File: src/rtl/cpu_pkg.sv
// Shared definitions for the hardwired control unit: opcodes, ALU operation codes,
// opcode classes and the sequencer state encoding (WAIT_STEP exists only with CU_STEP_EN).
package cpu_pkg;

  localparam logic [4:0] OP_LD   = 5'b00000;
  localparam logic [4:0] OP_LDI  = 5'b00001;
  localparam logic [4:0] OP_ST   = 5'b00010;
  localparam logic [4:0] OP_ADD  = 5'b00011;
  localparam logic [4:0] OP_SUB  = 5'b00100;
  localparam logic [4:0] OP_AND  = 5'b00101;
  localparam logic [4:0] OP_OR   = 5'b00110;
  localparam logic [4:0] OP_ROR  = 5'b00111;
  localparam logic [4:0] OP_ROL  = 5'b01000;
  localparam logic [4:0] OP_SHR  = 5'b01001;
  localparam logic [4:0] OP_SHRA = 5'b01010;
  localparam logic [4:0] OP_SHL  = 5'b01011;
  localparam logic [4:0] OP_ADDI = 5'b01100;
  localparam logic [4:0] OP_ANDI = 5'b01101;
  localparam logic [4:0] OP_ORI  = 5'b01110;
  localparam logic [4:0] OP_DIV  = 5'b01111;
  localparam logic [4:0] OP_MUL  = 5'b10000;
  localparam logic [4:0] OP_NEG  = 5'b10001;
  localparam logic [4:0] OP_NOT  = 5'b10010;
  localparam logic [4:0] OP_NOP  = 5'b11010;
  localparam logic [4:0] OP_HALT = 5'b11011;

  // Zero is reserved for "no operation requested" so an idle bus never looks like ADD.
  typedef enum logic [3:0] {
    ALU_NONE, ALU_ADD, ALU_SUB, ALU_AND, ALU_OR, ALU_SHR, ALU_SHRA, ALU_SHL,
    ALU_ROR, ALU_ROL, ALU_MUL, ALU_DIV, ALU_NEG, ALU_NOT
  } alu_op_e;

  typedef enum logic [3:0] {
    CLS_NOP, CLS_RR, CLS_IMM, CLS_UNARY, CLS_MULDIV, CLS_LDI, CLS_LD, CLS_ST, CLS_HALT
  } op_class_e;

  typedef enum logic [3:0] {
    S_RST, S_T0, S_T1, S_T2, S_T3, S_T4, S_T5, S_T6, S_T7, S_HALT
`ifdef CU_STEP_EN
    , S_WAIT_STEP
`endif
  } state_e;

endpackage

File: src/rtl/opcode_class_decode.sv
// Combinational opcode decoder: maps IR[31:27] to an instruction class and the ALU
// operation used during execute. Undefined opcodes decode as nop.
module opcode_class_decode
  import cpu_pkg::*;
#(
  parameter int OPW = 5
) (
  input  logic [OPW-1:0] opcode,
  output logic [3:0]     op_class,
  output logic [3:0]     alu_op
);

  // NOTE: every output gets a default first so no latch is inferred.
  always_comb begin
    op_class = CLS_NOP;
    alu_op   = ALU_NONE;
    case (opcode)
      OP_ADD:  begin op_class = CLS_RR;     alu_op = ALU_ADD;  end
      OP_SUB:  begin op_class = CLS_RR;     alu_op = ALU_SUB;  end
      OP_AND:  begin op_class = CLS_RR;     alu_op = ALU_AND;  end
      OP_OR:   begin op_class = CLS_RR;     alu_op = ALU_OR;   end
      OP_SHR:  begin op_class = CLS_RR;     alu_op = ALU_SHR;  end
      OP_SHRA: begin op_class = CLS_RR;     alu_op = ALU_SHRA; end
      OP_SHL:  begin op_class = CLS_RR;     alu_op = ALU_SHL;  end
      OP_ROR:  begin op_class = CLS_RR;     alu_op = ALU_ROR;  end
      OP_ROL:  begin op_class = CLS_RR;     alu_op = ALU_ROL;  end
      OP_ADDI: begin op_class = CLS_IMM;    alu_op = ALU_ADD;  end
      OP_ANDI: begin op_class = CLS_IMM;    alu_op = ALU_AND;  end
      OP_ORI:  begin op_class = CLS_IMM;    alu_op = ALU_OR;   end
      OP_NEG:  begin op_class = CLS_UNARY;  alu_op = ALU_NEG;  end
      OP_NOT:  begin op_class = CLS_UNARY;  alu_op = ALU_NOT;  end
      OP_MUL:  begin op_class = CLS_MULDIV; alu_op = ALU_MUL;  end
      OP_DIV:  begin op_class = CLS_MULDIV; alu_op = ALU_DIV;  end
      OP_LDI:  begin op_class = CLS_LDI;    alu_op = ALU_ADD;  end
      OP_LD:   begin op_class = CLS_LD;     alu_op = ALU_ADD;  end
      OP_ST:   begin op_class = CLS_ST;     alu_op = ALU_ADD;  end
      OP_HALT: op_class = CLS_HALT;
      default: ;
    endcase
  end

endmodule

File: src/rtl/control_sequencer.sv
// Hardwired multi-cycle control unit: steps fetch/execute micro-cycles T0..T7 and drives
// every datapath strobe. Defining CU_STEP_EN adds the step port and a WAIT_STEP park state.
module control_sequencer
  import cpu_pkg::*;
#(
  parameter int MEM_WAIT = 1,
  parameter int OPW      = 5
) (
  input  logic        Clock,
  input  logic        clear,
  input  logic [31:0] IR,
  output logic        PCout,
  output logic        Zlowout,
  output logic        Zhighout,
  output logic        HIout,
  output logic        LOout,
  output logic        MDRout,
  output logic        Cout,
  output logic        PCin,
  output logic        IRin,
  output logic        MARin,
  output logic        MDRin,
  output logic        Yin,
  output logic        HIin,
  output logic        LOin,
  output logic        Zin_low,
  output logic        Zin_high,
  output logic        IncPC,
  output logic        Read,
  output logic        Write,
  output logic        Gra,
  output logic        Grb,
  output logic        Grc,
  output logic        Rin,
  output logic        Rout,
  output logic        BAout,
  output logic [3:0]  operation,
  output logic        run
`ifdef CU_STEP_EN
  ,
  input  logic        step
`endif
);

`ifdef CU_STEP_EN
  localparam state_e INSTR_DONE = S_WAIT_STEP;
`else
  localparam state_e INSTR_DONE = S_T0;
`endif
  localparam logic [2:0] WAIT_LAST = 3'(MEM_WAIT);

  state_e     state;
  logic [2:0] wait_cnt;
  logic [3:0] class_bits;
  logic [3:0] alu_bits;
  op_class_e  op_class;
  alu_op_e    alu_op;
  logic       mem_state;
  logic       wait_done;
  logic       unused_ir;

  opcode_class_decode #(.OPW(OPW)) u_decode (
    .opcode   (IR[31 -: OPW]),
    .op_class (class_bits),
    .alu_op   (alu_bits)
  );

  assign op_class  = op_class_e'(class_bits);
  assign alu_op    = alu_op_e'(alu_bits);
  assign unused_ir = ^IR[31-OPW:0];

  // Memory micro-cycles stretch to MEM_WAIT+1 clocks; all other states last one clock.
  assign mem_state = (state == S_T1) ||
                     (state == S_T6 && op_class == CLS_LD) ||
                     (state == S_T7 && op_class == CLS_ST);
  assign wait_done = (wait_cnt == WAIT_LAST);

  // NOTE: sequential state uses non-blocking assignments so every flop samples pre-edge values.
  always_ff @(posedge Clock) begin
    if (!clear) begin
      state    <= S_RST;
      wait_cnt <= '0;
    end else if (mem_state && !wait_done) begin
      wait_cnt <= wait_cnt + 3'd1;
    end else begin
      wait_cnt <= '0;
      case (state)
        S_RST:  state <= S_T0;
        S_T0:   state <= S_T1;
        S_T1:   state <= S_T2;
        S_T2:   state <= S_T3;
        S_T3:   state <= (op_class == CLS_HALT) ? S_HALT :
                         (op_class == CLS_NOP)  ? INSTR_DONE : S_T4;
        S_T4:   state <= (op_class == CLS_UNARY) ? INSTR_DONE : S_T5;
        S_T5:   state <= (op_class inside {CLS_RR, CLS_IMM, CLS_LDI}) ? INSTR_DONE : S_T6;
        S_T6:   state <= (op_class == CLS_MULDIV) ? INSTR_DONE : S_T7;
        S_T7:   state <= INSTR_DONE;
        S_HALT: state <= S_HALT;
`ifdef CU_STEP_EN
        S_WAIT_STEP: if (step) state <= S_T0;
`endif
        default: state <= S_RST;
      endcase
    end
  end

  always_comb begin
    {PCout, Zlowout, Zhighout, HIout, LOout, MDRout, Cout} = '0;
    {PCin, IRin, MARin, MDRin, Yin, HIin, LOin, Zin_low, Zin_high} = '0;
    {IncPC, Read, Write, Gra, Grb, Grc, Rin, Rout, BAout} = '0;
    operation = ALU_NONE;
    run       = !(state inside {S_RST, S_HALT});
    case (state)
      S_T0: {PCout, MARin, IncPC, Zin_low} = '1;
      S_T1: begin
        {Zlowout, Read, MDRin} = '1;
        PCin = wait_done;
      end
      S_T2: {MDRout, IRin} = '1;
      S_T3: case (op_class)
        CLS_RR, CLS_IMM:        {Grb, Rout, Yin} = '1;
        CLS_UNARY: begin
          {Grb, Rout, Zin_low} = '1;
          operation = alu_op;
        end
        CLS_MULDIV:             {Gra, Rout, Yin} = '1;
        CLS_LDI, CLS_LD, CLS_ST: {Grb, BAout, Yin} = '1;
        default: ;
      endcase
      S_T4: case (op_class)
        CLS_RR: begin
          {Grc, Rout, Zin_low} = '1;
          operation = alu_op;
        end
        CLS_IMM: begin
          {Cout, Zin_low} = '1;
          operation = alu_op;
        end
        CLS_UNARY:  {Zlowout, Gra, Rin} = '1;
        CLS_MULDIV: begin
          {Grb, Rout, Zin_low, Zin_high} = '1;
          operation = alu_op;
        end
        CLS_LDI, CLS_LD, CLS_ST: begin
          {Cout, Zin_low} = '1;
          operation = ALU_ADD;
        end
        default: ;
      endcase
      S_T5: case (op_class)
        CLS_RR, CLS_IMM, CLS_LDI: {Zlowout, Gra, Rin} = '1;
        CLS_MULDIV:               {Zlowout, LOin} = '1;
        CLS_LD, CLS_ST:           {Zlowout, MARin} = '1;
        default: ;
      endcase
      S_T6: case (op_class)
        CLS_MULDIV: {Zhighout, HIin} = '1;
        CLS_LD:     {Read, MDRin} = '1;
        CLS_ST:     {Gra, Rout, MDRin} = '1;
        default: ;
      endcase
      S_T7: case (op_class)
        CLS_LD:  {MDRout, Gra, Rin} = '1;
        CLS_ST:  Write = 1'b1;
        default: ;
      endcase
      default: ;
    endcase
  end

endmodule
File: config.mk
export PLATFORM = sky130hd
export DESIGN_NAME = control_sequencer
export DESIGN_NICKNAME = d
export VERILOG_FILES = /design/src/rtl/cpu_pkg.sv /design/src/rtl/opcode_class_decode.sv /design/src/rtl/control_sequencer.sv
export SDC_FILE = /design/constraint.sdc
export NUM_CORES = 1
export LEC_CHECK = 0
export BUFFER_PORTS_ARGS = -buffer_cell sky130_fd_sc_hd__buf_2
export CAP_MARGIN = 40
export CORE_UTILIZATION = 51
export CTS_BUF_LIST = sky130_fd_sc_hd__clkbuf_4 sky130_fd_sc_hd__clkbuf_8
export DETAILED_ROUTE_END_ITERATION = 7
export PLACE_DENSITY = 0.94
export SYNTH_ARGS = -nofsm -noshare
export SYNTH_HDL_FRONTEND = slang
export SYNTH_HIERARCHICAL = 1
export SYNTH_SLANG_ARGS = --single-unit
File: constraint.sdc
create_clock -name Clock -period 4.5 [get_ports Clock]
set_clock_uncertainty 0.2 [all_clocks]
set_input_delay 0.675 -clock Clock [delete_from_list [all_inputs] [get_ports Clock]]
set_output_delay 0.675 -clock Clock [all_outputs]
set_load 0.02 [all_outputs]
==> results of run 1 <==
-- power groups by stage --
stage,clock network [mW],logic [mW],registers (mW)
final,0.0645,0.261,0.104
after global placement,0,0.253,0.104
after global routing,0.0704,0.286,0.108
after detailed placement,0,0.260,0.105
after floorplan,0,0.229,0.0836
after CTS,0.0665,0.260,0.104
-- cell usage after synthesis, types with 2 or more instances --
master	number
a211oi_1	3
a21o_1	2
a21oi_1	4
a221oi_1	2
and2b_1	2
buf_2	9
buf_4	4
buf_6	4
clkbuf_1	4
dfxtp_1	7
ha_1	2
inv_1	8
mux2i_1	5
nand2_1	14
nand2b_1	8
nand3_1	3
nand3b_1	2
nand4b_1	2
nor2_1	13
nor2b_1	3
nor3_1	10
nor3b_1	6
nor4bb_1	2
o211ai_1	3
o21a_1	2
o21ai_0	5
o22ai_1	8
o31ai_1	2
o32a_1	2
or2_1	2
or3_1	5
or4b_1	3
xnor2_1	2
-- logic make-up after synthesis --
family                   Yosys count
adder cells (fa/ha/maj)            3
flip-flops                         7
multiplexers                       6
other                              1
buffers and inverters             30
AO/OA/AOI/OAI                     41
AND/OR/NAND/NOR                   87
XOR/XNOR                           3
-- stage by stage --
stage / utilization / area (µm²) / power [mW] / setup WS [ns] / hold WS, ns
6_report: 0.612 / 1390 / 0.429 / 0.797 / 0.268
5_1_grt: 0.612 / 1390 / 0.465 / 0.580 / 0.307
4_1_cts: 0.612 / 1390 / 0.431 / 0.811 / 0.275
3_5_place_dp: 0.599 / 1360 / 0.365 / 0.820 / 0.268
3_3_place_gp: 0.599 / 1360 / 0.357 / 0.867 / 0.258
2_1_floorplan: - / 1270 / 0.313 / 0.886 / 0.239
-- worst max-delay path by stage --
stage | startpoint | endpoint
floorplan | IR[30] | operation[1]
global placement | IR[29] | operation[0]
detailed placement | IR[29] | operation[0]
CTS | IR[29] | operation[0]
global route | IR[29] | operation[0]
finish | IR[31] | Gra
-- final cells by class --
class	instances	area [µm²]
clock buffer	4	30.0
fill	231	883
inverter	8	30.0
multi-input combinational	142	965
sequential	7	140
tap	28	35.0
timing repair buffer	37	193
-- routing by layer --
layer  wire length (µm)  up-vias
li1                   -      688
met1               1250      635
met3                251        4
met4                 28        0
met5                  0        -
met2               1430       73
-- critical path, delay by kind of cell --
kind / cells / cell delay [ns]
AOI/OAI and AO/OA: 4 / 0.61
buffers and inverters: 3 / 0.61
and+or+nand+nor: 2 / 0.92
-- registers in the layout (all words and copies together) (netlist names) --
| name | flops |
|---|---|
| state | 4 |
| wait_cnt | 3 |
==> reports/qor.yml, run 1 <==
status: "complete, no violations"
hold_violations: 0
p_int_mw: 0.213
crit_fanout: 16
hold_end: "wait_cnt[0]"
reg2regPathDepth: 4
syn_area_um2: 1270
hold_depth: 1
port_buffers: 34
vias: 1400
synthAdderAreaFrac: 0.0276
worstSetupEndpointType: "output pin"
ys.flop_type: "dfxtp_1"
setup_viol: 0
syn_avg_cell_area_um2: 7.13
finalCritPeriodShare: 0.823
path_clk_slew_ns: 0.05
critPathMostFrequentCell: "buf_2"
final_cells: 226
synth_seq_cells: 7
fin_nets: 235
slew_headroom: 0.528
core_area_um2: 2280
routed_wirelength_um: 2950
worstHoldStart: "wait_cnt[0]"
h-tree-depth: 1
postCtsSetupRepairBufs: 0
antenna_found_initial: 0
use_met1: 0.312
combPwrFrac: 0.607
cp.required_ns: 3.62
cts_tree: "yes"
hold_path_class: "flop to flop"
grt_first_pass_wirelength_um: 5010
switching_share: 0.503
crit_chain: "buf_2, and2b_1, a32oi_1, o22ai_1, buf_4, or4b_1, o22a_1, o2111ai_1, buf_2"
seqPwrFrac: 0.242
dp_hpwl_um: 2230
drive_gt1_frac: 0.253
die_h_um: 51.9
r2r_start: "state[3]"
cts-buffers-inserted: 3
grt_max_degree: 18
track_usage: 0.239
synth_top_family_by_area: "simple AND/OR/NAND/NOR gates"
cts-root-buf: "clkbuf_4"
met2_usage: 0.385
grt_overflow: 0
rows: 17
ctsResizeCount: 0
ys_top_cells_by_area: "dfxtp_1 11%, nand2_1 4.1%, mux2i_1 3.9%, nand2b_1 3.9%, nor3_1 3.9%"
ys_seq_area_frac: 0.110
synthSimpleGateAreaFrac: 0.426
use_met3: 0.0526
layout_min_cycle_time_ns: 3.70
place_congestion: 0.900
power_switching_mw: 0.216
synth-xor-area-share: 0.0207
clk_latency_ns: 0.26
synth_edf_count: 0
yosysWarningCount: 6
placed_cells: 222
synth_mux_area_frac: 0.0483
via_per_inst: 6.19
cts_buffer_depth: 2
synth_compound_area_frac: 0.232
start_util: 0.558
irDropWorstVdd_v: 0.000222
yosys.area.top_type: "dfxtp_1"
setup_tns_ns: 0
wl_per_cell_um: 13.1
crit_path_max_incr_delay_ns: 0.67
final_cell_mix: "34 x buf_2, 14 x nand2_1, 13 x nor2_1"
pwr-share-clk: 0.150
drv_cap: 0
postSynthCellCount: 178
drv_slew: 0
cts_hold_buf: 0
clock.fmax_mhz: 270
clkSinkCount: 7
worstSetupPathType: "primary input to output pin"
rsz0062_at_grt: "no"
reg2reg_slack_ns: 2.55
grt_busiest_layer: "met2"
cpMaxStageDelayCell: "or4b_1"
die_x_um: 51.9
yosysTopAreaCellShare: 0.110
worst_pin_slew_ns: 0.706
antenna_cells: 0
drc: 0
ant_nets: 0
arrival_ns: 2.83
mostFrequentLayoutCell: "buf_2"
p_leak_nw: 0.615
syn_to_final_growth_pct: 9.66
p_per_area_nw_per_um2: 308
ioPinCount: 64
yosysUniqueCellTypes: 58
first_iter_violations: 49
r2r-end: "state[0]"
grt_pass1_vias: 1179
dieArea_um2: 2690
start_kind: "primary input"
async_flop_share: 0
dr.pass1.iters: 4
Power figures use the tool's default switching activity.
==> inputs of run 2 (changes only) <==
Settings changed: CORE_UTILIZATION 51 to 47, PLACE_DENSITY 0.94 to 0.88.
Clock period 4.5 ns to 3.84 ns, I/O delays scaled along.
==> run 2 against run 1 <==
  * Register-to-register slack worse by 0.67 ns
  * Worst setup slack worse by 0.44 ns
  * Wire length is 1.6% higher
  * Cell count up 1.8%
  * Combinational power grew 17%
  * Largest cell class unchanged
  * Critical path type unchanged
  * Core utilization is 5.3 points lower
  * Flip-flop and latch count did not move
  * Global-route usage shrank 3.1 points
  * Clock-buffer cell count did not move
==> reports/qor.yml, run 2 (synthesis gave the netlist of run 1 again) <==
setup_tns_ns: 0  # unchanged
p_leak_nw: 0.625  # +1.6%
fin_nets: 237  # +0.85%
crit_path_max_incr_delay_ns: 0.54  # -0.13 ns
dr.pass1.iters: 4  # unchanged
start_kind: "primary input"
drive_gt1_frac: 0.260  # +0.00747
rows: 18  # +1
hold_path_class: "flop to flop"
start_util: 0.503  # -0.0545
grt_overflow: 0  # unchanged
clk_latency_ns: 0.25  # about the same
drc: 0  # unchanged
finalCritPeriodShare: 0.906
clkSinkCount: 7  # unchanged
vias: 1373  # -1.9%
setup_ws_ns: 0.360  # -0.437 ns
die_h_um: 54.0  # +4.0%
dieArea_um2: 2910  # +8.2%
crit_fanout: 13  # -3
cts-root-buf: "clkbuf_4"
reg_top3: "state (4), wait_cnt (3)"
status: "complete, no violations"
track_usage: 0.207  # -0.0314
drv_slew: 0  # unchanged
place_congestion: 0.875  # -2.8%
grt_first_pass_wirelength_um: 4500  # -10%
crit_buf_inv: 3  # unchanged
cts_buffer_depth: 2  # unchanged
rsz0062_at_grt: "no"
setup_viol: 0  # unchanged
cts-buffers-inserted: 3  # unchanged
port_buffers: 34  # unchanged
first_iter_violations: 39  # -20%
cts_hold_buf: 0  # unchanged
ioPinCount: 64  # unchanged
stdcell_area_um2: 1410  # +1.3%
worst_pin_slew_ns: 0.616  # -0.0901 ns
routed_wirelength_um: 3000  # +1.6%
drv_cap: 0  # unchanged
hold_violations: 0  # unchanged
cp.required_ns: 3.06  # -0.56 ns
ctsResizeCount: 0  # unchanged
antenna_cells: 0  # unchanged
top_register: "state"
regArea_um2: 140  # unchanged
wl_per_cell_um: 13.0  # -0.21%
die_x_um: 54.0  # +4.0%
antenna_found_initial: 0  # unchanged
clock.fmax_mhz: 287
fillers: 250  # +8.2%
irDropWorstVdd_v: 0.000432  # +95%
multi_input_area_um2: 965  # unchanged
ant_nets: 0  # unchanged
postPlaceCellArea_um2: 1380  # +1.3%
largest_reg_flops: 4  # unchanged
core_area_um2: 2520  # +11%
h-tree-depth: 1  # unchanged
via_per_inst: 5.97  # -3.6%
layout_min_cycle_time_ns: 3.48
mostFrequentLayoutCell: "buf_2"
syn_to_final_growth_pct: 11.0
cts_tree: "yes"
slew_headroom: 0.589  # +0.0618
worstSetupPathType: "primary input to output pin"
grt_pass1_vias: 1045  # -11%
worstSetupEndpointType: "output pin"
arrival_ns: 2.70  # -0.13 ns
crit_family: "compound AO/OA/AOI/OAI gates"
reg2reg_slack_ns: 1.88  # -0.67 ns
cpMaxStageDelayCell: "a221oi_1"
final_cell_mix: "34 x buf_2, 14 x nand2_1, 13 x nor2_1"
postCtsSetupRepairBufs: 0  # unchanged
p_per_area_nw_per_um2: 356  # +15%
path_clk_slew_ns: 0.05  # about the same
crit_chain: "buf_2, nand2_1, nand2_1, a221oi_1, buf_4, xor2_1, a21oi_1, o32a_1, nor3b_1, buf_2"
dp_hpwl_um: 2240  # +0.51%
grt_max_degree: 18  # unchanged
post-place-ws_ns: 0.372  # -0.449 ns
## run 2: cell types whose count changed in the layout (fill, tap and decap cells not counted), sizes merged
cell,before,now
buf,37,39
## run 2: layout make-up
type | instances | share of cell area
inverter | 8 | 0.0213
sequential | 7 | 0.0994
tap | 30 | 0.0266
clock buffer | 4 | 0.0213
multi-input combinational | 142 | 0.684
timing repair buffer | 39 | 0.147
## run 2: worst register-to-register path, delay by kind of cell, from the launching register on
| family | cells | cell delay, ns |
|---|---|---|
| compound gates | 1 | 0.16 |
| simple gates | 1 | 0.53 |
| mux | 2 | 0.35 |
| flops | 1 | 0.59 |
## run 2: metrics by stage
stage	instances	hold WS (ns)	utilization	power [mW]
floorplan	179	0.239	-	0.367
global placement	226	0.260	0.547	0.420
detailed placement	226	0.288	0.547	0.428
CTS	230	0.295	0.559	0.502
global route	230	0.325	0.559	0.544
finish	230	0.303	0.559	0.502
## run 2: power breakdown
group / total (mW) / leakage, nW / internal [mW] / switching, mW
clock network: 0.0723 / 0.0184 / 0.0466 / 0.0257
logic: 0.306 / 0.549 / 0.118 / 0.188
registers: 0.123 / 0.0570 / 0.0862 / 0.0370
## run 2: metal layers
metal / up-vias / GRT usage / part of all wire
met1: 622 / 0.271 / 0.47
met2: 58 / 0.356 / 0.47
met3: 2 / 0.0367 / 0.056
met5: - / 0 / 0
met4: 0 / 0.0342 / 0.0057
li1: 691 / - / -
## run 2: path summary, 6_finish.rpt
path	cells after the start	to	start
worst min register to register	1	wait_cnt[0]	wait_cnt[0]
worst max-delay path	10	operation[1]	IR[28]
worst min-delay path	1	wait_cnt[0]	wait_cnt[0]
worst max register to register	4	state[1]	state[3]
